===== src/rtl/mem_pkg.sv =====
// Shared opcodes, FSM encoding, byte-enable constants and opcode classifiers
// for the MEM-stage data-memory access unit.
package mem_pkg;

   localparam logic [4:0] OP_LB  = 5'h10;
   localparam logic [4:0] OP_LBU = 5'h11;
   localparam logic [4:0] OP_LH  = 5'h12;
   localparam logic [4:0] OP_LHU = 5'h13;
   localparam logic [4:0] OP_LW  = 5'h14;
   localparam logic [4:0] OP_SB  = 5'h15;
   localparam logic [4:0] OP_SH  = 5'h16;
   localparam logic [4:0] OP_SW  = 5'h17;

   localparam logic [1:0] ST_IDLE = 2'b00;
   localparam logic [1:0] ST_REQ  = 2'b01;
   localparam logic [1:0] ST_DONE = 2'b10;

   localparam logic [3:0] BE_WORD    = 4'b1111;
   localparam logic [3:0] BE_HALF_LO = 4'b0011;
   localparam logic [3:0] BE_HALF_HI = 4'b1100;
   localparam logic [3:0] BE_BYTE0   = 4'b0001;

   function automatic logic is_mem_op(input logic [4:0] op);
      return (op >= OP_LB) && (op <= OP_SW);
   endfunction

   function automatic logic is_load(input logic [4:0] op);
      return (op >= OP_LB) && (op <= OP_LW);
   endfunction

   function automatic logic is_store(input logic [4:0] op);
      return (op >= OP_SB) && (op <= OP_SW);
   endfunction

   // Halfword ops need an even address, word ops a multiple of four.
   function automatic logic is_misaligned(input logic [4:0] op, input logic [1:0] addr_lo);
      logic mis;
      case (op)
         OP_LH, OP_LHU, OP_SH: mis = addr_lo[0];
         OP_LW, OP_SW:         mis = |addr_lo;
         default:              mis = 1'b0;
      endcase
      return mis;
   endfunction

endpackage


===== src/rtl/mem_access_lane_align.sv =====
// Combinational lane steering: little-endian load extraction with sign/zero
// extension, and store-data replication with byte enables.
module mem_lane_align
   import mem_pkg::*;
(
   input  logic [4:0]  op,
   input  logic [1:0]  addr_lo,
   input  logic [31:0] store_src,
   input  logic [31:0] load_word,
   output logic [31:0] load_data,
   output logic [31:0] store_data,
   output logic [3:0]  byte_en,
   output logic        write_en
);

   logic [7:0]  byte_s;
   logic [15:0] half_s;

   always_comb begin
      case (addr_lo)
         2'd0:    byte_s = load_word[7:0];
         2'd1:    byte_s = load_word[15:8];
         2'd2:    byte_s = load_word[23:16];
         2'd3:    byte_s = load_word[31:24];
         default: byte_s = load_word[7:0];
      endcase
      if (addr_lo[1]) begin
         half_s = load_word[31:16];
      end else begin
         half_s = load_word[15:0];
      end
   end

   always_comb begin
      case (op)
         OP_LB:   load_data = {{24{byte_s[7]}}, byte_s};
         OP_LBU:  load_data = {24'h00_0000, byte_s};
         OP_LH:   load_data = {{16{half_s[15]}}, half_s};
         OP_LHU:  load_data = {16'h0000, half_s};
         default: load_data = load_word;
      endcase
   end

   // Loads and non-memory ops present a full-word read enable pattern.
   always_comb begin
      case (op)
         OP_SB: begin
            store_data = {4{store_src[7:0]}};
            byte_en    = BE_BYTE0 << addr_lo;
         end
         OP_SH: begin
            store_data = {2{store_src[15:0]}};
            byte_en    = addr_lo[1] ? BE_HALF_HI : BE_HALF_LO;
         end
         default: begin
            store_data = store_src;
            byte_en    = BE_WORD;
         end
      endcase
   end

   assign write_en = is_store(op);

endmodule


===== src/rtl/mem_access.sv =====
// MEM-stage data-memory access unit: req/ack bus FSM with timeout, pipeline
// stall request and write-back muxing toward the MEM/WB register.
module mem_access
   import mem_pkg::*;
#(
   parameter int unsigned TIMEOUT_CYCLES = 64
)(
   input  logic        clk,
   input  logic        rst,
   input  logic [4:0]  memALUop,
   input  logic [31:0] memAddr,
   input  logic [31:0] memReg,
   input  logic [4:0]  memWriteNum,
   input  logic        memWriteReg,
   input  logic [31:0] memWriteData,
   output logic [4:0]  wbWriteNum,
   output logic        wbWriteReg,
   output logic [31:0] wbWriteData,
   output logic        stallReq,
   output logic        dm_req,
   output logic        dm_we,
   output logic [31:0] dm_addr,
   output logic [3:0]  dm_be,
   output logic [31:0] dm_wdata,
   input  logic [31:0] dm_rdata,
   input  logic        dm_ack,
   output logic        misalignExc,
   output logic        busErr
);

   localparam int unsigned      CNT_W    = (TIMEOUT_CYCLES > 32'd1) ? $clog2(TIMEOUT_CYCLES) : 1;
   localparam logic [CNT_W-1:0] CNT_LAST = (TIMEOUT_CYCLES > 32'd0) ? CNT_W'(TIMEOUT_CYCLES - 32'd1) : '0;
   localparam logic [CNT_W-1:0] CNT_ONE  = CNT_W'(1);

   logic [1:0]       state_r;
   logic [CNT_W-1:0] cnt_r;
   logic [31:0]      load_r;
   logic             abort_r;
   logic             bus_err_r;
   logic             req_r;
   logic             we_r;
   logic [31:0]      addr_r;
   logic [3:0]       be_r;
   logic [31:0]      wdata_r;

   logic             mem_op_s;
   logic             misal_s;
   logic             start_s;
   logic             timeout_s;
   logic [31:0]      load_data_s;
   logic [31:0]      store_data_s;
   logic [3:0]       byte_en_s;
   logic             write_en_s;

   mem_lane_align u_align (
      .op         (memALUop),
      .addr_lo    (memAddr[1:0]),
      .store_src  (memReg),
      .load_word  (load_r),
      .load_data  (load_data_s),
      .store_data (store_data_s),
      .byte_en    (byte_en_s),
      .write_en   (write_en_s)
   );

   assign mem_op_s  = is_mem_op(memALUop);
   assign misal_s   = is_misaligned(memALUop, memAddr[1:0]);
   assign start_s   = (state_r == ST_IDLE) && mem_op_s && !misal_s;
   assign timeout_s = (TIMEOUT_CYCLES != 32'd0) && (cnt_r == CNT_LAST);

   // Bus FSM; an ack in the final allowed REQ cycle wins over the timeout.
   always_ff @(posedge clk or negedge rst) begin
      if (!rst) begin
         state_r   <= ST_IDLE;
         cnt_r     <= '0;
         load_r    <= 32'h0000_0000;
         abort_r   <= 1'b0;
         bus_err_r <= 1'b0;
         req_r     <= 1'b0;
         we_r      <= 1'b0;
         addr_r    <= 32'h0000_0000;
         be_r      <= 4'b0000;
         wdata_r   <= 32'h0000_0000;
      end else begin
         bus_err_r <= 1'b0;
         case (state_r)
            ST_IDLE: begin
               if (start_s) begin
                  state_r <= ST_REQ;
                  cnt_r   <= '0;
                  abort_r <= 1'b0;
                  req_r   <= 1'b1;
                  we_r    <= write_en_s;
                  addr_r  <= {memAddr[31:2], 2'b00};
                  be_r    <= byte_en_s;
                  wdata_r <= store_data_s;
               end
            end
            ST_REQ: begin
               if (dm_ack) begin
                  load_r  <= dm_rdata;
                  req_r   <= 1'b0;
                  state_r <= ST_DONE;
               end else if (timeout_s) begin
                  req_r     <= 1'b0;
                  abort_r   <= 1'b1;
                  bus_err_r <= 1'b1;
                  state_r   <= ST_DONE;
               end else begin
                  cnt_r <= cnt_r + CNT_ONE;
               end
            end
            ST_DONE: begin
               state_r <= ST_IDLE;
            end
            default: begin
               state_r <= ST_IDLE;
               req_r   <= 1'b0;
            end
         endcase
      end
   end

   // Write-back muxing and stall; stall/exception are gated while reset is asserted.
   always_comb begin
      wbWriteNum  = memWriteNum;
      wbWriteData = memWriteData;
      wbWriteReg  = memWriteReg;
      stallReq    = 1'b0;
      misalignExc = 1'b0;
      case (state_r)
         ST_IDLE: begin
            if (start_s) begin
               stallReq   = rst;
               wbWriteReg = 1'b0;
            end else if (mem_op_s) begin
               misalignExc = rst;
               wbWriteReg  = 1'b0;
            end else begin
               wbWriteReg = memWriteReg;
            end
         end
         ST_REQ: begin
            stallReq   = rst;
            wbWriteReg = 1'b0;
         end
         ST_DONE: begin
            if (abort_r || !is_load(memALUop)) begin
               wbWriteReg = 1'b0;
            end else begin
               wbWriteData = load_data_s;
               wbWriteReg  = memWriteReg;
            end
         end
         default: begin
            wbWriteReg = 1'b0;
         end
      endcase
   end

   assign dm_req   = req_r;
   assign dm_we    = we_r;
   assign dm_addr  = addr_r;
   assign dm_be    = be_r;
   assign dm_wdata = wdata_r;
   assign busErr   = bus_err_r;

endmodule


===== config.mk =====
export PLATFORM = sky130hd
export DESIGN_NAME = mem_access
export DESIGN_NICKNAME = d
export VERILOG_FILES = /design/src/rtl/mem_pkg.sv /design/src/rtl/mem_access_lane_align.sv /design/src/rtl/mem_access.sv
export SDC_FILE = /design/constraint.sdc
export NUM_CORES = 1
export LEC_CHECK = 0
export CAP_MARGIN = 20
export CORE_UTILIZATION = 58
export CTS_CLUSTER_DIAMETER = 30
export CTS_CLUSTER_SIZE = 30
export DETAILED_ROUTE_END_ITERATION = 12
export DONT_BUFFER_PORTS = 1
export GPL_TIMING_DRIVEN = 0
export PLACE_DENSITY = 0.76
export SETUP_SLACK_MARGIN = 0.5
export SLEW_MARGIN = 10
export SYNTH_ARGS = -nofsm -noshare
export SYNTH_HDL_FRONTEND = slang
export SYNTH_SLANG_ARGS = --single-unit

===== constraint.sdc =====
create_clock -name clk -period 2.85 [get_ports clk]
set_input_delay 0.855 -clock clk [delete_from_list [all_inputs] [get_ports clk]]
set_output_delay 0.855 -clock clk [all_outputs]
set_load 0.005 [all_outputs]

==> impl_metrics.toml, run 1 <==
[worst_setup_path]
setup.worst_path.end_class = "primary output"
timing.critical_path.max_delay_family = "compound AO/OA/AOI/OAI gates"
slowest_delay_ns = 0.51
path_max_fanout = 5
cp.arrival_ns = 2.21
critical_path_required_ns = 2.00
crit_path_start_kind = "input pin"
timing.setup.critical_path_class = "in -> out"
crit_path_top_delay_cell = "sky130_fd_sc_hd__a2111o_1"
worstPathBufferInverterCount = 2
path_cells = "buf_12 -> or2_4 -> a2111o_1 -> a21oi_4 -> buf_4 -> a21oi_1"

[synthesis]
most_common_cell_in_the_synthesized_netlist = "sky130_fd_sc_hd__dfrtp_1"
synth.top_cells.by_area = "sky130_fd_sc_hd__dfrtp_1 (47%), sky130_fd_sc_hd__mux2_2 (19%), sky130_fd_sc_hd__mux2_1 (3.5%)"
synth_cell_area_mm2 = 0.00585
syn_area_per_cell_um2 = 11.0
synth.distinct_cells = 55
syn_inst = 533
synth_ff_type = "sky130_fd_sc_hd__dfrtp_1"
synthesis.yosys.warnings = 0
synth.top_cells.by_count = "sky130_fd_sc_hd__dfrtp_1 (110), sky130_fd_sc_hd__mux2_2 (98), sky130_fd_sc_hd__nand2_1 (38), sky130_fd_sc_hd__a21oi_1 (35), sky130_fd_sc_hd__nor3_1 (28)"
synth-seq-area-share = 0.471
synth.largest_area_cell = "sky130_fd_sc_hd__dfrtp_1"
synth.ff_latch_count = 110
synth_edf_count = 0
post_synthesis_async_set_or_reset_flop_share = 1.00
synth_top_area_share = 0.471

[route]
wl_per_cell_um = 22.3
vias_after_detailed_routing = 4416
finalWirelength_um = 15700
first_pass_iters = 4
drc_viols = 0
detail_route.iter0.violations = 160
routed_via_density = 6.27
antenna_left = 0

[clock_network]
clkLatencyLatePin_ns = 0.37
cts.root.buffer_cell = "sky130_fd_sc_hd__clkbuf_8"
tritoncts.num_buffers = 9
clock_sinks = 110
h-tree-depth = 3
holdBufCountCts = 0
worst_setup_hold_path_clk_slew_ns = 0.10
cts_tree = "built"
clockBufferDepth = 2

[global_route]
track_usage = 0.291
maximum_number_of_pins_on_one_net_before_global_route_repair = 112
grt-ovfl-total = 0
first_global_vias = 4352
grt_first_pass_wirelength_um = 22500
grt_antenna_before_repair = 0

[min_path]
holdCritPathClass = "in -> async"

[layout]
post-route-util = 0.695
filler_cell_count = 723
antenna_cells_inserted = 0
area_growth_pct = 16.2
finish.net_count = 710
drive_gt1_frac = 0.412

[sta]
finalCritPeriodShare = 1.07
grt_setup_unrepaired = "yes"
skew_final_ns = 0.00799
final-setup-viol-count = 34
worst_slew_pin_slew_ns = 0.702
final_critical_path_setup_slack_ns = -0.212
slew_headroom = 0.532
max_transition_viols_final = 0
hold_viol = 0
layout_min_cycle_time_ns = 3.06
max_freq_ghz = 0.327

[floorplan]
die_w_um = 102
io-pin-count = 253
num_rows = 36
floorplan.die.height_um = 102
design.die.area_mm2 = 0.0105
core_footprint_mm2 = 0.00977
floorplan.initialDensity = 0.598

[place]
detailed_place_hpwl_um = 11300
finalWeightedCongestion = 0.861
pre_cts_ws_ns = -0.372
port_buffers = 0

[run_status]
violations = "setup timing"
status = "complete, but fails checks"

[pwr]
pwr_density_cell_mw_per_mm2 = 638
total_leakage_power_uw = 0.00285
report.power.total_uw = 4330
worst_ir_drop_on_vdd_uv = 374

[flow_run]
drv_cap = 0
-- final cells by class --
cell class / count / area (µm²) / area share
tap: 133 / 166 / 0.0245
multi-input combinational: 377 / 3110 / 0.458
timing repair buffer: 22 / 191 / 0.0282
sequential: 110 / 2750 / 0.405
clock inverter: 5 / 43.8 / 0.00645
clock buffer: 10 / 138 / 0.0203
inverter: 5 / 22.5 / 0.00332
buffer: 42 / 367 / 0.0540
-- power by group --
group | total (µW) | switching (µW) | internal [µW] | leakage [µW]
combinational | 965 | 405 | 560 | 0.00145
clock | 878 | 530 | 348 | 0.0000869
sequential | 2490 | 446 | 2050 | 0.00131
total | 4330 | 1380 | 2950 | 0.00285
-- registers in the layout (all words and copies together), names as in the netlist --
register and flops:
dm_we 1, dm_be 4, dm_addr 30, cnt_r 6, dm_req 1, dm_wdata 32, abort_r 1, state_r 2
load_r 32, busErr 1
-- cells by family after synthesis --
kind of cell               Yosys count  synth area share
buffers and inverters               47            0.0451
other                                1          0.000641
muxes                              127             0.244
adders and majority gates            1           0.00214
DFF                                110             0.471
xor gates and xnor gates             1           0.00150
and+or+nand+nor                    138             0.119
AOI/OAI and AO/OA                  108             0.117
-- final timing paths --
| check | startpoint | end | slack [ns] | cells after the start |
|---|---|---|---|---|
| setup / recovery | memALUop[0] | wbWriteData[16] | -0.21 | 6 |
| hold / removal | rst | load_r[14] | 0.17 | 0 |
| setup reg to reg | state_r[0] | load_r[29] | 0.86 | 5 |
| hold reg to reg | abort_r | abort_r | 0.50 | 1 |
| max in group asynchronous | rst | load_r[16] | 2.44 | 0 |
| min in group clk | abort_r | abort_r | 0.50 | 1 |
-- routing by layer --
metal  vias up  track usage  part of all wire
li1       1974            -                 -
met5         -            0                 0
met2       232        0.511              0.52
met4         0        0.102             0.022
met1      2177        0.339              0.37
met3        33       0.0862             0.088
-- worst reg2reg max path, delay by kind of cell (launching register included) --
kind	cells	cell delay, ns
multiplexers	1	0.42
flip-flops	1	0.38
buffers and inverters	2	0.74
AND/OR/NAND/NOR	2	0.35
-- through the flow --
step / setup TNS (ns) / instance area [µm²] / hold WS (ns) / instances
2_1_floorplan: -1.02 / 5950 / 0.455 / 534
3_3_place_gp: -8.83 / 6120 / 0.469 / 667
3_5_place_dp: -8.71 / 6120 / 0.483 / 667
4_1_cts: -4.99 / 6660 / 0.151 / 699
5_1_grt: -6.28 / 6790 / 0.144 / 704
6_report: -4.79 / 6790 / 0.171 / 704
-- cells in the final DEF (no fill, tap or decap), types with 8 or more instances in the layout --
cell type and instances:
sky130_fd_sc_hd__mux2i_1 10, sky130_fd_sc_hd__buf_4 26, sky130_fd_sc_hd__buf_6 11, sky130_fd_sc_hd__mux2_2 98, sky130_fd_sc_hd__a31oi_1 8, sky130_fd_sc_hd__a21oi_2 20
sky130_fd_sc_hd__a21oi_1 12, sky130_fd_sc_hd__o21ai_2 12, sky130_fd_sc_hd__clkbuf_8 13, sky130_fd_sc_hd__nor2_1 23, sky130_fd_sc_hd__mux2_1 18, sky130_fd_sc_hd__o21ai_1 8
sky130_fd_sc_hd__and3_1 12, sky130_fd_sc_hd__dfrtp_1 110, sky130_fd_sc_hd__o21ai_0 9, sky130_fd_sc_hd__nand2_1 35, sky130_fd_sc_hd__o21a_1 10, sky130_fd_sc_hd__nor3_1 27
-- timing repair --
action,4_1_cts,5_1_grt
setup endpoints to repair,35,41
pin swaps,15,10
buffers inserted,16,5
cloned,1,0
gates resized for setup,62,24
Power figures use the tool's default switching activity.
==> run 2: changes to the inputs <==
GPL_TIMING_DRIVEN = unset   (was 0)
==> impl_metrics.toml, run 2 (same netlist as run 1, synthesis figures left out) <==
[run_status]
status = "complete, but fails checks"
violations = "setup timing"

[clock_network]
clkLatencyLatePin_ns = 0.38
clock_sinks = 110
clockBufferDepth = 2
worst_setup_hold_path_clk_slew_ns = 0.10
cts.root.buffer_cell = "sky130_fd_sc_hd__clkbuf_8"
cts_tree = "built"
h-tree-depth = 3
tritoncts.num_buffers = 9

[pwr]
pwr_density_cell_mw_per_mm2 = 694
report.power.total_uw = 4450
worst_ir_drop_on_vdd_uv = 396
total_leakage_power_uw = 0.00268

[worst_setup_path]
path_cells = "or2_4 -> a2111oi_4 -> buf_6 -> buf_6 -> o21ai_1 -> o21ai_1"
crit_path_start_kind = "input pin"
timing.critical_path.max_delay_family = "compound AO/OA/AOI/OAI gates"
path_max_fanout = 15
r2r.worst_path.cells = 4
worstPathBufferInverterCount = 2
setup.worst_path.end_class = "primary output"
stages_on_the_worst_setup_path = 6
crit_path_top_delay_cell = "sky130_fd_sc_hd__a2111oi_4"
slowest_delay_ns = 0.31
critical_path_required_ns = 2.00
timing.setup.critical_path_class = "in -> out"
cp.arrival_ns = 2.04

[global_route]
grt-ovfl-total = 0
track_usage = 0.277
first_global_vias = 4144
maximum_number_of_pins_on_one_net_before_global_route_repair = 112
grt_first_pass_wirelength_um = 21600
grt_antenna_before_repair = 0

[place]
port_buffers = 0
post-place-cells = 644
pre_cts_ws_ns = -0.0593
finalWeightedCongestion = 0.831
detailed_place_hpwl_um = 10600
placed_instance_area_mm2 = 0.00601

[floorplan]
design.die.area_mm2 = 0.0105
num_rows = 36
io-pin-count = 253
die_w_um = 102
floorplan.die.height_um = 102
floorplan.initialDensity = 0.598
core_footprint_mm2 = 0.00977

[route]
first_pass_iters = 4
finalWirelength_um = 14800
routed_via_density = 6.27
detail_route.iter0.violations = 140
antenna_left = 0
drc_viols = 0
vias_after_detailed_routing = 4174
wl_per_cell_um = 22.2

[sta]
finalCritPeriodShare = 1.02
grt_setup_unrepaired = "yes"
layout_min_cycle_time_ns = 2.90
slew_headroom = 0.581
final_critical_path_setup_slack_ns = -0.0466
max_freq_ghz = 0.345
max_transition_viols_final = 0
worst_slew_pin_slew_ns = 0.627
skew_final_ns = 0.0135
final-setup-viol-count = 10
hold_viol = 0

[layout]
final_standard_cell_area_without_fillers_mm2 = 0.00640
multi_input_comb_area_mm2 = 0.00297
finish.net_count = 671
instances_no_fill = 666
antenna_cells_inserted = 0
layout.area.seq_mm2 = 0.00275
most_frequent_standard_cell_in_the_layout_excluding_fill_and_tap_cells = "sky130_fd_sc_hd__dfrtp_1"
drive_gt1_frac = 0.330
area_growth_pct = 9.52
layout_common_cells = "sky130_fd_sc_hd__dfrtp_1 (110), sky130_fd_sc_hd__mux2_2 (98), sky130_fd_sc_hd__nand2_1 (37), sky130_fd_sc_hd__nor2_1 (26), sky130_fd_sc_hd__nor3_1 (26)"
filler_cell_count = 768

[min_path]
holdCritPathClass = "in -> async"

[flow_run]
drv_cap = 0
[run 2: per-layer routing]
| layer | up-vias | share of wire | GRT usage |
|---|---|---|---|
| met3 | 20 | 0.087 | 0.0828 |
| met1 | 2032 | 0.37 | 0.316 |
| li1 | 1906 | - | - |
| met4 | 0 | 0.019 | 0.0956 |
| met2 | 216 | 0.53 | 0.495 |
| met5 | - | 0 | 0 |
[run 2: metrics by stage]
step / TNS (ns) / hold WS, ns / util
floorplan: -1.02 / 0.455 / -
global placement: -0.178 / 0.471 / 0.614
detailed placement: -0.224 / 0.476 / 0.614
CTS: -0.104 / 0.150 / 0.649
global route: -0.762 / 0.141 / 0.655
finish: -0.105 / 0.164 / 0.655
[run 2: worst register-to-register path, cell delays in order (launching register included)]
cell	delay, ns
sky130_fd_sc_hd__dfrtp_1	0.62
sky130_fd_sc_hd__nor3b_2	0.34
sky130_fd_sc_hd__o21ai_1	0.27
sky130_fd_sc_hd__or4_1	0.53
sky130_fd_sc_hd__a21oi_1	0.16
[run 2: final cells by class]
type | count | area share
Multi-Input combinational cell | 377 | 0.464
Sequential cell | 110 | 0.430
Timing Repair Buffer | 25 | 0.0401
Tap cell | 133 | 0.0260
Clock buffer | 9 | 0.0193
Clock inverter | 7 | 0.0178
Inverter | 5 | 0.00293
[run 2: what timing repair did]
item	in CTS	in global routing
setup buffers	4	2
hold buffers	0	0
gates resized for setup	18	15
pin swaps	5	4
setup endpoints to repair	35	35
[run 2: final timing paths]
check                            start              end  slack [ns]
setup / recovery           memALUop[1]  wbWriteData[13]       -0.05
max in group asynchronous          rst       load_r[15]        2.51
setup reg to reg            state_r[0]         cnt_r[3]        0.88
hold / removal                     rst        load_r[1]        0.16
hold reg to reg                abort_r          abort_r        0.50
min in group clk               abort_r          abort_r        0.50
[run 2: power by group]
group	internal [µW]	total (µW)	switching (µW)	leakage, µW
combinational	520	877	356	0.00125
clock	516	1080	563	0.000119
sequential	2040	2490	447	0.00131
total	3080	4450	1370	0.00268
==> run 3: changes to the inputs <==
--- a/config.mk
+++ b/config.mk
@@ -13,2 +13,3 @@
 export DONT_BUFFER_PORTS = 1
+export MAX_ROUTING_LAYER = met4
 export PLACE_DENSITY = 0.76
--- a/constraint.sdc
+++ b/constraint.sdc
@@ -3,2 +3,2 @@
 set_output_delay 0.855 -clock clk [all_outputs]
-set_load 0.005 [all_outputs]
+set_load 0.05 [all_outputs]
==> impl_metrics.toml, run 3 (same netlist as run 1, synthesis figures left out) <==
[run_status]
status = "complete, but fails checks"
violations = "setup timing"

[route]
antenna_left = 0
wl_per_cell_um = 22.9
vias_after_detailed_routing = 4443
drc_viols = 0
finalWirelength_um = 16300
routed_via_density = 6.24
detail_route.iter0.violations = 210
first_pass_iters = 4

[clock_network]
holdBufCountCts = 0
worst_setup_hold_path_clk_slew_ns = 0.12
clock_sinks = 110
cts_tree = "built"
tritoncts.num_buffers = 9
h-tree-depth = 3
clockBufferDepth = 2
cts.root.buffer_cell = "sky130_fd_sc_hd__clkbuf_8"
clkLatencyLatePin_ns = 0.38

[pwr]
pwr_density_cell_mw_per_mm2 = 749
report.power.total_uw = 5700
total_leakage_power_uw = 0.00311
worst_ir_drop_on_vdd_uv = 568

[sta]
final_critical_path_setup_slack_ns = -0.237
layout_min_cycle_time_ns = 3.09
grt_setup_unrepaired = "yes"
worst_slew_pin_slew_ns = 0.674
slew_headroom = 0.549
hold_viol = 0
skew_final_ns = 0.0134
max_freq_ghz = 0.324
max_transition_viols_final = 0
finalCritPeriodShare = 1.08
final-setup-viol-count = 33

[floorplan]
core_footprint_mm2 = 0.00977
num_rows = 36
floorplan.initialDensity = 0.598
die_w_um = 102
floorplan.die.height_um = 102
design.die.area_mm2 = 0.0105
io-pin-count = 253

[worst_setup_path]
cp.arrival_ns = 2.23
timing.rr.end = "dm_addr[18]"
timing.setup.critical_path_class = "in -> out"
crit-reg2reg-launch = "state_r[0]"
path_max_fanout = 16
r2r.worst_path.cells = 6
rrSetupSlack_ns = 0.85
crit_path_start_kind = "input pin"
critical_path_required_ns = 2.00
setup.worst_path.end_class = "primary output"

[place]
port_buffers = 0
placed_instance_area_mm2 = 0.00706
pre_cts_ws_ns = -0.287
detailed_place_hpwl_um = 11300
finalWeightedCongestion = 0.837

[layout]
final_standard_cell_area_without_fillers_mm2 = 0.00761
area_growth_pct = 30.1
antenna_cells_inserted = 0
finish.net_count = 717
most_frequent_standard_cell_in_the_layout_excluding_fill_and_tap_cells = "sky130_fd_sc_hd__dfrtp_1"
drive_gt1_frac = 0.453
layout_common_cells = "sky130_fd_sc_hd__dfrtp_1 (109), sky130_fd_sc_hd__mux2_2 (98), sky130_fd_sc_hd__nand2_1 (36), sky130_fd_sc_hd__buf_12 (34), sky130_fd_sc_hd__nor3_1 (27)"
filler_cell_count = 592

[global_route]
track_usage = 0.312
grt_antenna_before_repair = 0
maximum_number_of_pins_on_one_net_before_global_route_repair = 112
grt-ovfl-total = 0
grt_first_pass_wirelength_um = 23800
first_global_vias = 4698

[min_path]
holdCritPathClass = "in -> async"

[flow_run]
drv_cap = 0
==> run 3: cell types whose count changed in the layout (fill, tap and decap cells not counted), moves of 3 or more <==
cell,previous run,this run
sky130_fd_sc_hd__nor2_4,0,4
sky130_fd_sc_hd__buf_4,17,23
sky130_fd_sc_hd__nor2_1,26,19
sky130_fd_sc_hd__o21ai_0,10,3
sky130_fd_sc_hd__o21ai_4,0,17
sky130_fd_sc_hd__o21ai_1,15,5
sky130_fd_sc_hd__buf_6,3,10
sky130_fd_sc_hd__buf_12,4,34
sky130_fd_sc_hd__a21oi_2,12,8
sky130_fd_sc_hd__nor2_2,2,5
sky130_fd_sc_hd__a21oi_4,3,21
sky130_fd_sc_hd__a21oi_1,22,8
==> run 3: worst max-delay path by stage <==
stage | startpoint | endpoint | slack (ns) | depth (start not counted)
2_1_floorplan | memALUop[0] | wbWriteData[31] | -0.33 | 6
3_3_place_gp | memALUop[1] | wbWriteData[18] | -0.23 | 6
3_5_place_dp | memALUop[1] | wbWriteData[0] | -0.29 | 6
4_1_cts | memALUop[1] | wbWriteData[21] | -0.22 | 6
5_1_grt | memALUop[1] | wbWriteData[30] | -0.27 | 8
6_report | memALUop[1] | wbWriteData[16] | -0.24 | 6
==> run 3: per-stage QoR <==
step	hold slack (ns)	instances	util	TNS, ns
floorplan	0.455	534	-	-9.29
global placement	0.467	687	0.723	-5.93
detailed placement	0.472	687	0.723	-6.99
CTS	0.136	710	0.768	-5.94
global route	0.116	712	0.778	-7.49
finish	0.148	712	0.778	-6.43
==> run 3: routing by layer <==
| layer | global-route usage | share of wire |
|---|---|---|
| met3 | 0.0800 | 0.078 |
| met2 | 0.533 | 0.53 |
| met4 | 0.108 | 0.022 |
| met5 | - | 0 |
| met1 | 0.355 | 0.37 |
==> run 3: area by class of cell <==
class                   instances  area (µm²)  share of cell area
inverters                       5        18.8             0.00247
repair buffers                 71        1060               0.139
well taps                     133         166              0.0219
clock inverters                 7        83.8              0.0110
flip-flops and latches        110        2750               0.362
clock buffers                   9         124              0.0163
multi-input cells             377        3400               0.447
==> run 3: power by group <==
part	switching, µW	internal, µW
registers	1470	2020
logic	587	655
clock network	604	359
total	2660	3040
==> run 3: repair_timing <==
action,4_1_cts,5_1_grt
endpoints found under the hold margin,0,0
setup buffers,5,1
gates cloned,2,1
gates resized for setup,47,14
pin swaps,9,9
endpoints found under the setup margin,35,35
==> run 3: worst max-delay path: stages <==
cell and delay [ns]:
sky130_fd_sc_hd__or2_4 0.25, sky130_fd_sc_hd__a2111o_1 0.46, sky130_fd_sc_hd__a21oi_4 0.19, sky130_fd_sc_hd__buf_12 0.22, sky130_fd_sc_hd__a21oi_2 0.09, sky130_fd_sc_hd__buf_6 0.16
==> patch 1 (flow settings as in run 1) <==
Change the parameter `TIMEOUT_CYCLES` from 64 to 128.
--- a/src/rtl/mem_access.sv
+++ b/src/rtl/mem_access.sv
@@ -5,3 +5,3 @@
 #(
-   parameter int unsigned TIMEOUT_CYCLES = 64
+   parameter int unsigned TIMEOUT_CYCLES = 128
 )(
Check against the original RTL: no difference found for any inputs over 4 cycles, from zero or initial values and one cycle with rst low; that may be too few to reach the edited logic, so the function may still have changed.
==> patch 1 against run 1 <==
The flow still finishes with violations (negative setup slack); clock skew up 7.1 ps; worst setup slack better by 70 ps; largest cell class unchanged; cell area up 4.3%; largest power group unchanged; wire length up 4.9%; sequential cell count up 1; critical endpoint is now wbWriteData[11]; total power up 9.0%; sequential share of layout area down 1.3 points; area after synthesis down 1.6%.
==> patch 1: results (changes against run 1) <==
| Metric | Value |
|---|---|
| Status | `complete, but fails checks` |
| Failing checks | `negative setup slack` |
| Final Setup Violations | `32 (-5.9%)` |
| Fin worst setup slack | `-142 ps (+70.2 ps)` |
| Worst-Margin Slew | `692 ps (-9.41 ps)` |
| DP Area | `6110 µm² (about the same)` |
| Leakage power | `3.05 nW (+7.2%)` |
| Pint | `3.14 mW (+6.4%)` |
| Post-Synth Adder-Cell Area | `0.00218 (+0.0000354)` |
| Post-route insts no fill | `700 (-0.57%)` |
| Clock skew | `15.1 ps (+7.12 ps)` |
| Mux cell area share after synthesis | `0.233 (-0.0114)` |
| Avg Inst Size Synth | `11.2 µm² (+2.2%)` |
| Nets | `707 (-0.42%)` |
| GR Util All Layers | `0.304 (+0.0131)` |
| Synth cell types | `54 (-1.8%)` |
| Routed via count | `4479 (+1.4%)` |
| CP max-delay cell | `mux4_2` |
| Setup TNS | `-2690 ps (+2100 ps)` |
| First-pass GRT wire length | `23.5 mm (+4.2%)` |
| Drt first-iter violations | `210 (+31%)` |
| Register share of total power | `0.539 (-0.036)` |
| Initial antenna violation count | `1 (+1)` |
| Place WS | `-347 ps (+25.2 ps)` |
| Synth Area in Compound Gates | `0.119 (+0.00280)` |
| Synth Area in XOR/XNOR | `0.00457 (+0.00307)` |
| Largest net degree at the start of global routing | `113 (+0.89%)` |
| Synth top cells by count | `dfrtp_1, mux2_2, a21oi_1` |
| Post-CTS setup buffer count | `27 (+11)` |
| Share of layout cells above drive strength 1 | `0.439 (+0.0278)` |
| Detailed Place HPWL | `10.8 mm (-3.9%)` |
| P_seq | `2.55 mW (+2%)` |
| VDD IR max | `0.448 mV (+20%)` |
| CTS-repair resized insts | `60 (-3.2%)` |
| Placed Cells | `643 (-3.6%)` |
| Final core occ | `0.752 (+0.0572)` |
| Seq/Total Area, Yosys | `0.483 (+0.0121)` |
| Critical Path Fanout Max | `8 (+3)` |
| Routability cong. | `0.817 (-5.1%)` |
| WL per Instance | `23.5 µm (+5.5%)` |
| Comb group | `1.24 mW (+28%)` |
| Area contributors post-synth | `dfrtp_1, mux2_2, a221o_1` |
## patch 1: cell count changes after synthesis, moves of 5 or more
cell	change
o31ai_1	-5
o21ai_1	-7
mux2_1	-15
nor3_1	-18
a221o_1	+21
a31oi_1	-8
o21ai_0	-14
a21oi_1	+6
o211ai_1	+7
inv_1	+11
o21a_1	-8
nor2_1	+11
mux2_2	+8
and3_1	-6
## patch 1: metal layers
metal | routed length, µm | part of all wire | GRT usage
met5 | 0 | 0 | 0
met4 | 516 | 0.031 | 0.117
met3 | 1630 | 0.099 | 0.104
met2 | 8300 | 0.50 | 0.522
met1 | 6000 | 0.36 | 0.351
## patch 1: critical path, delay by kind of cell
kind | cells | cell delay (ps)
AND/OR/NAND/NOR | 1 | 80
AO/OA/AOI/OAI | 2 | 550
multiplexers | 1 | 550
buffers and inverters | 1 | 90
## patch 1: final cells by class
class                   count  area share
multi-input cells         348       0.439
inverters                  15     0.00795
repair buffers             39      0.0534
diodes                      2    0.000707
plain buffers              40      0.0562
clock buffers               9      0.0175
well taps                 129      0.0228
clock inverters             7      0.0106
flip-flops and latches    111       0.392
## patch 1: kinds of logic (layout without fill, tap and decap cells)
group                    count (synthesis)  in the layout
AND/OR/NAND/NOR                        124            124
buffers and inverters                   55            110
adder cells (fa/ha/maj)                  1              1
XOR/XNOR                                 3              3
other                                    1              4
multiplexers                           119            119
AO/OA/AOI/OAI                           99             99
flip-flops                             111            111
## patch 1: final timing paths
check | start | to | slack, ps | cells after the start
worst max-delay path | memAddr[1] | wbWriteData[11] | -140 | 5
worst min-delay path | rst | busErr | 150 | 0
worst min register to register | dm_req | dm_req | 520 | 1
worst max register to register | state_r[0] | dm_wdata[26] | 600 | 9
min in group clk | dm_req | dm_req | 520 | 1
max in group asynchronous | rst | load_r[11] | 2520 | 0
==> patch 2 (config.mk and constraints of run 1) <==
Made on the original files. Make the reset (`rst`) synchronous in one clocked block.
--- a/src/rtl/mem_access.sv
+++ b/src/rtl/mem_access.sv
@@ -71,3 +71,3 @@
    // Bus FSM; an ack in the final allowed REQ cycle wins over the timeout.
-   always_ff @(posedge clk or negedge rst) begin
+   always_ff @(posedge clk) begin
       if (!rst) begin
Check against the original RTL: differs if rst is asserted again (counterexample within 4 cycles, from zero or initial values and one cycle with rst low); with rst held inactive, the same outputs for 4 cycles.
==> patch 2 against run 1 <==
The run still ends with negative setup slack left; wire length is 16% higher; sequential share of layout area shrank 6.9 points; maximum frequency increased by 2.7%; worst setup slack improved by 82 ps; area after synthesis down 11%; cell area decreased by 3.6%; sequential cell count stayed put; via count increased by 24%; clock skew increased by 8.3 ps; global-route usage increased by 7.2 points.
Power is not compared: it rests on default switching activity, and its combinational part moved more than twofold at a synthesized area within 25%.
==> patch 2: results (changes against run 1) <==
| Metric | Value |
|---|---|
| Status | `complete, but fails checks` |
| Failing checks | `negative setup slack` |
| Main flop type after synthesis | `dfxtp_1` |
| Area contributors post-synth | `dfxtp_1, nand2_1, a21oi_1` |
| Final Setup Violations | `9 (-74%)` |
| VDD IR max | `between 0.3 and 0.4 mV` |
| Port Buf Inserts | `0 (unchanged)` |
| DRT Pass-1 Iters | `5 (+1)` |
| CTS Buffer Depth | `2 (unchanged)` |
| Leakage power | `~2.5 nW` |
| Clock-pin slew on the worst setup and hold paths | `100 ps (about the same)` |
| Routability cong. | `1.00 (+16%)` |
| Antenna diodes | `0 (unchanged)` |
| Reg2Reg Depth | `7 (+2)` |
| Root buf cell | `clkbuf_8` |
| Num CTS Buffers | `9 (unchanged)` |
| Hold Crit Depth | `2` |
| GR Util All Layers | `0.364 (+0.0723)` |
| Synth Instances | `695 (+30%)` |
| Clock skew | `16.3 ps (+8.33 ps)` |
| First-pass GRT wire length | `26.9 mm (+19%)` |
| Fin worst setup slack | `-130 ps (+81.5 ps)` |
| Setup TNS | `-873 ps (+3920 ps)` |
| Placed Cells | `804 (+21%)` |
| Vias in the first global route | `5017 (+15%)` |
| WP data arrival | `2130 ps (-80 ps)` |
| Synth cell types | `49 (-11%)` |
| CP max-delay cell | `nor4_4` |
| Drt first-iter violations | `355 (+120%)` |
| Share of layout cells above drive strength 1 | `0.222 (-0.189)` |
| Synth top cells by count | `nand2_1, a21oi_1, dfxtp_1` |
| Max stage delay on crit path | `440 ps (-70 ps)` |
| Vias per cell | `6.36 (+1.3%)` |
| Detailed Route WL | `18.2 mm (+16%)` |
| Critical Path Fanout Max | `7 (+2)` |
| Nets | `890 (+25%)` |
| Seq/Total Area, Yosys | `0.423 (-0.0481)` |
| Largest net degree at the start of global routing | `22 (-80%)` |
| WL per Instance | `21.1 µm (-5.2%)` |
| Worst relative slew slack | `0.510 (-0.0224)` |
| Initial antenna violation count | `0 (unchanged)` |
| Asr flop ratio synth | `0 (-1.00)` |
| Place WS | `-241 ps (+131 ps)` |
| Worst min-delay path class | `register to register` |
| Detailed Place HPWL | `12.6 mm (+11%)` |
| Worst-skew pair later-pin latency | `380 ps` |
| Filler cells | `695 (-3.9%)` |
[patch 2: changes by cell type after synthesis, moves of 26 or more]
cell | before | now
a21oi_1 | 35 | 114
dfrtp_1 | 110 | 0
dfxtp_1 | 0 | 110
mux2_2 | 98 | 0
nand2_1 | 38 | 206
nor2_1 | 27 | 57
nor3_1 | 28 | 2
[patch 2: logic make-up (layout without fill, tap and decap cells)]
logic type	after synthesis	in the layout	share of synthesized area
mux	18	18	0.0370
other cells	1	2	0.000720
compound gates	201	201	0.234
buf+inv	63	119	0.0651
simple gates	301	301	0.238
flops	110	110	0.423
fa+ha+maj	1	1	0.00240
[patch 2: power breakdown]
group	internal (mW)	switching [mW]	leakage (nW)	total (mW)
Sequential	1.60	0.0541	0.894	1.65
Clock	0.347	0.592	0.102	0.939
Combinational	0.182	0.252	1.46	0.434
Total	2.13	0.898	2.46	3.03
[patch 2: path summary, 6_finish.rpt]
| kind | to | slack, ps | from |
|---|---|---|---|
| worst min register to register | load_r[4] | 480 | load_r[4] |
| worst max register to register | cnt_r[3] | 770 | state_r[0] |
| worst max-delay path | wbWriteData[11] | -130 | memAddr[0] |
| worst min-delay path | load_r[4] | 480 | load_r[4] |
[patch 2: metrics by stage]
step | utilization | cell area (µm²) | total power, mW
2_1_floorplan | - | 5460 | 1.94
6_report | 0.751 | 6550 | 3.03
5_1_grt | 0.751 | 6550 | 3.13
3_5_place_dp | 0.641 | 5590 | 2.03
3_3_place_gp | 0.641 | 5590 | 2.02
4_1_cts | 0.730 | 6360 | 2.99
[patch 2: timing repair]
| action | CTS | global route |
|---|---|---|
| endpoints found under the setup margin | 35 | 35 |
| hold buffers | 0 | 0 |
| cloned | 4 | 1 |
| pin swaps | 27 | 14 |
| resized for setup | 64 | 32 |
| setup buffers | 31 | 4 |
[patch 2: area by class of cell]
cell class / instances / area, µm² / share of cell area
plain buffers: 58 / 464 / 0.0709
clock buffers: 9 / 124 / 0.0189
clock inverters: 7 / 75.1 / 0.0115
inverters: 5 / 18.8 / 0.00287
multi-input cells: 523 / 3130 / 0.477
flip-flops and latches: 110 / 2200 / 0.336
well taps: 108 / 135 / 0.0206
repair buffers: 40 / 402 / 0.0614
[patch 2: routing by layer]
layer	global-route usage	share of wire	wire, µm
met1	0.466	0.39	7030
met2	0.581	0.47	8550
met3	0.0990	0.11	1920
met4	0.144	0.036	654
met5	0	0	0
[patch 2: critical path, delay by kind of cell]
family | cells | cell delay [ps]
muxes | 1 | 350
and+or+nand+nor | 1 | 440
buffers and inverters | 1 | 110
AOI/OAI and AO/OA | 2 | 370
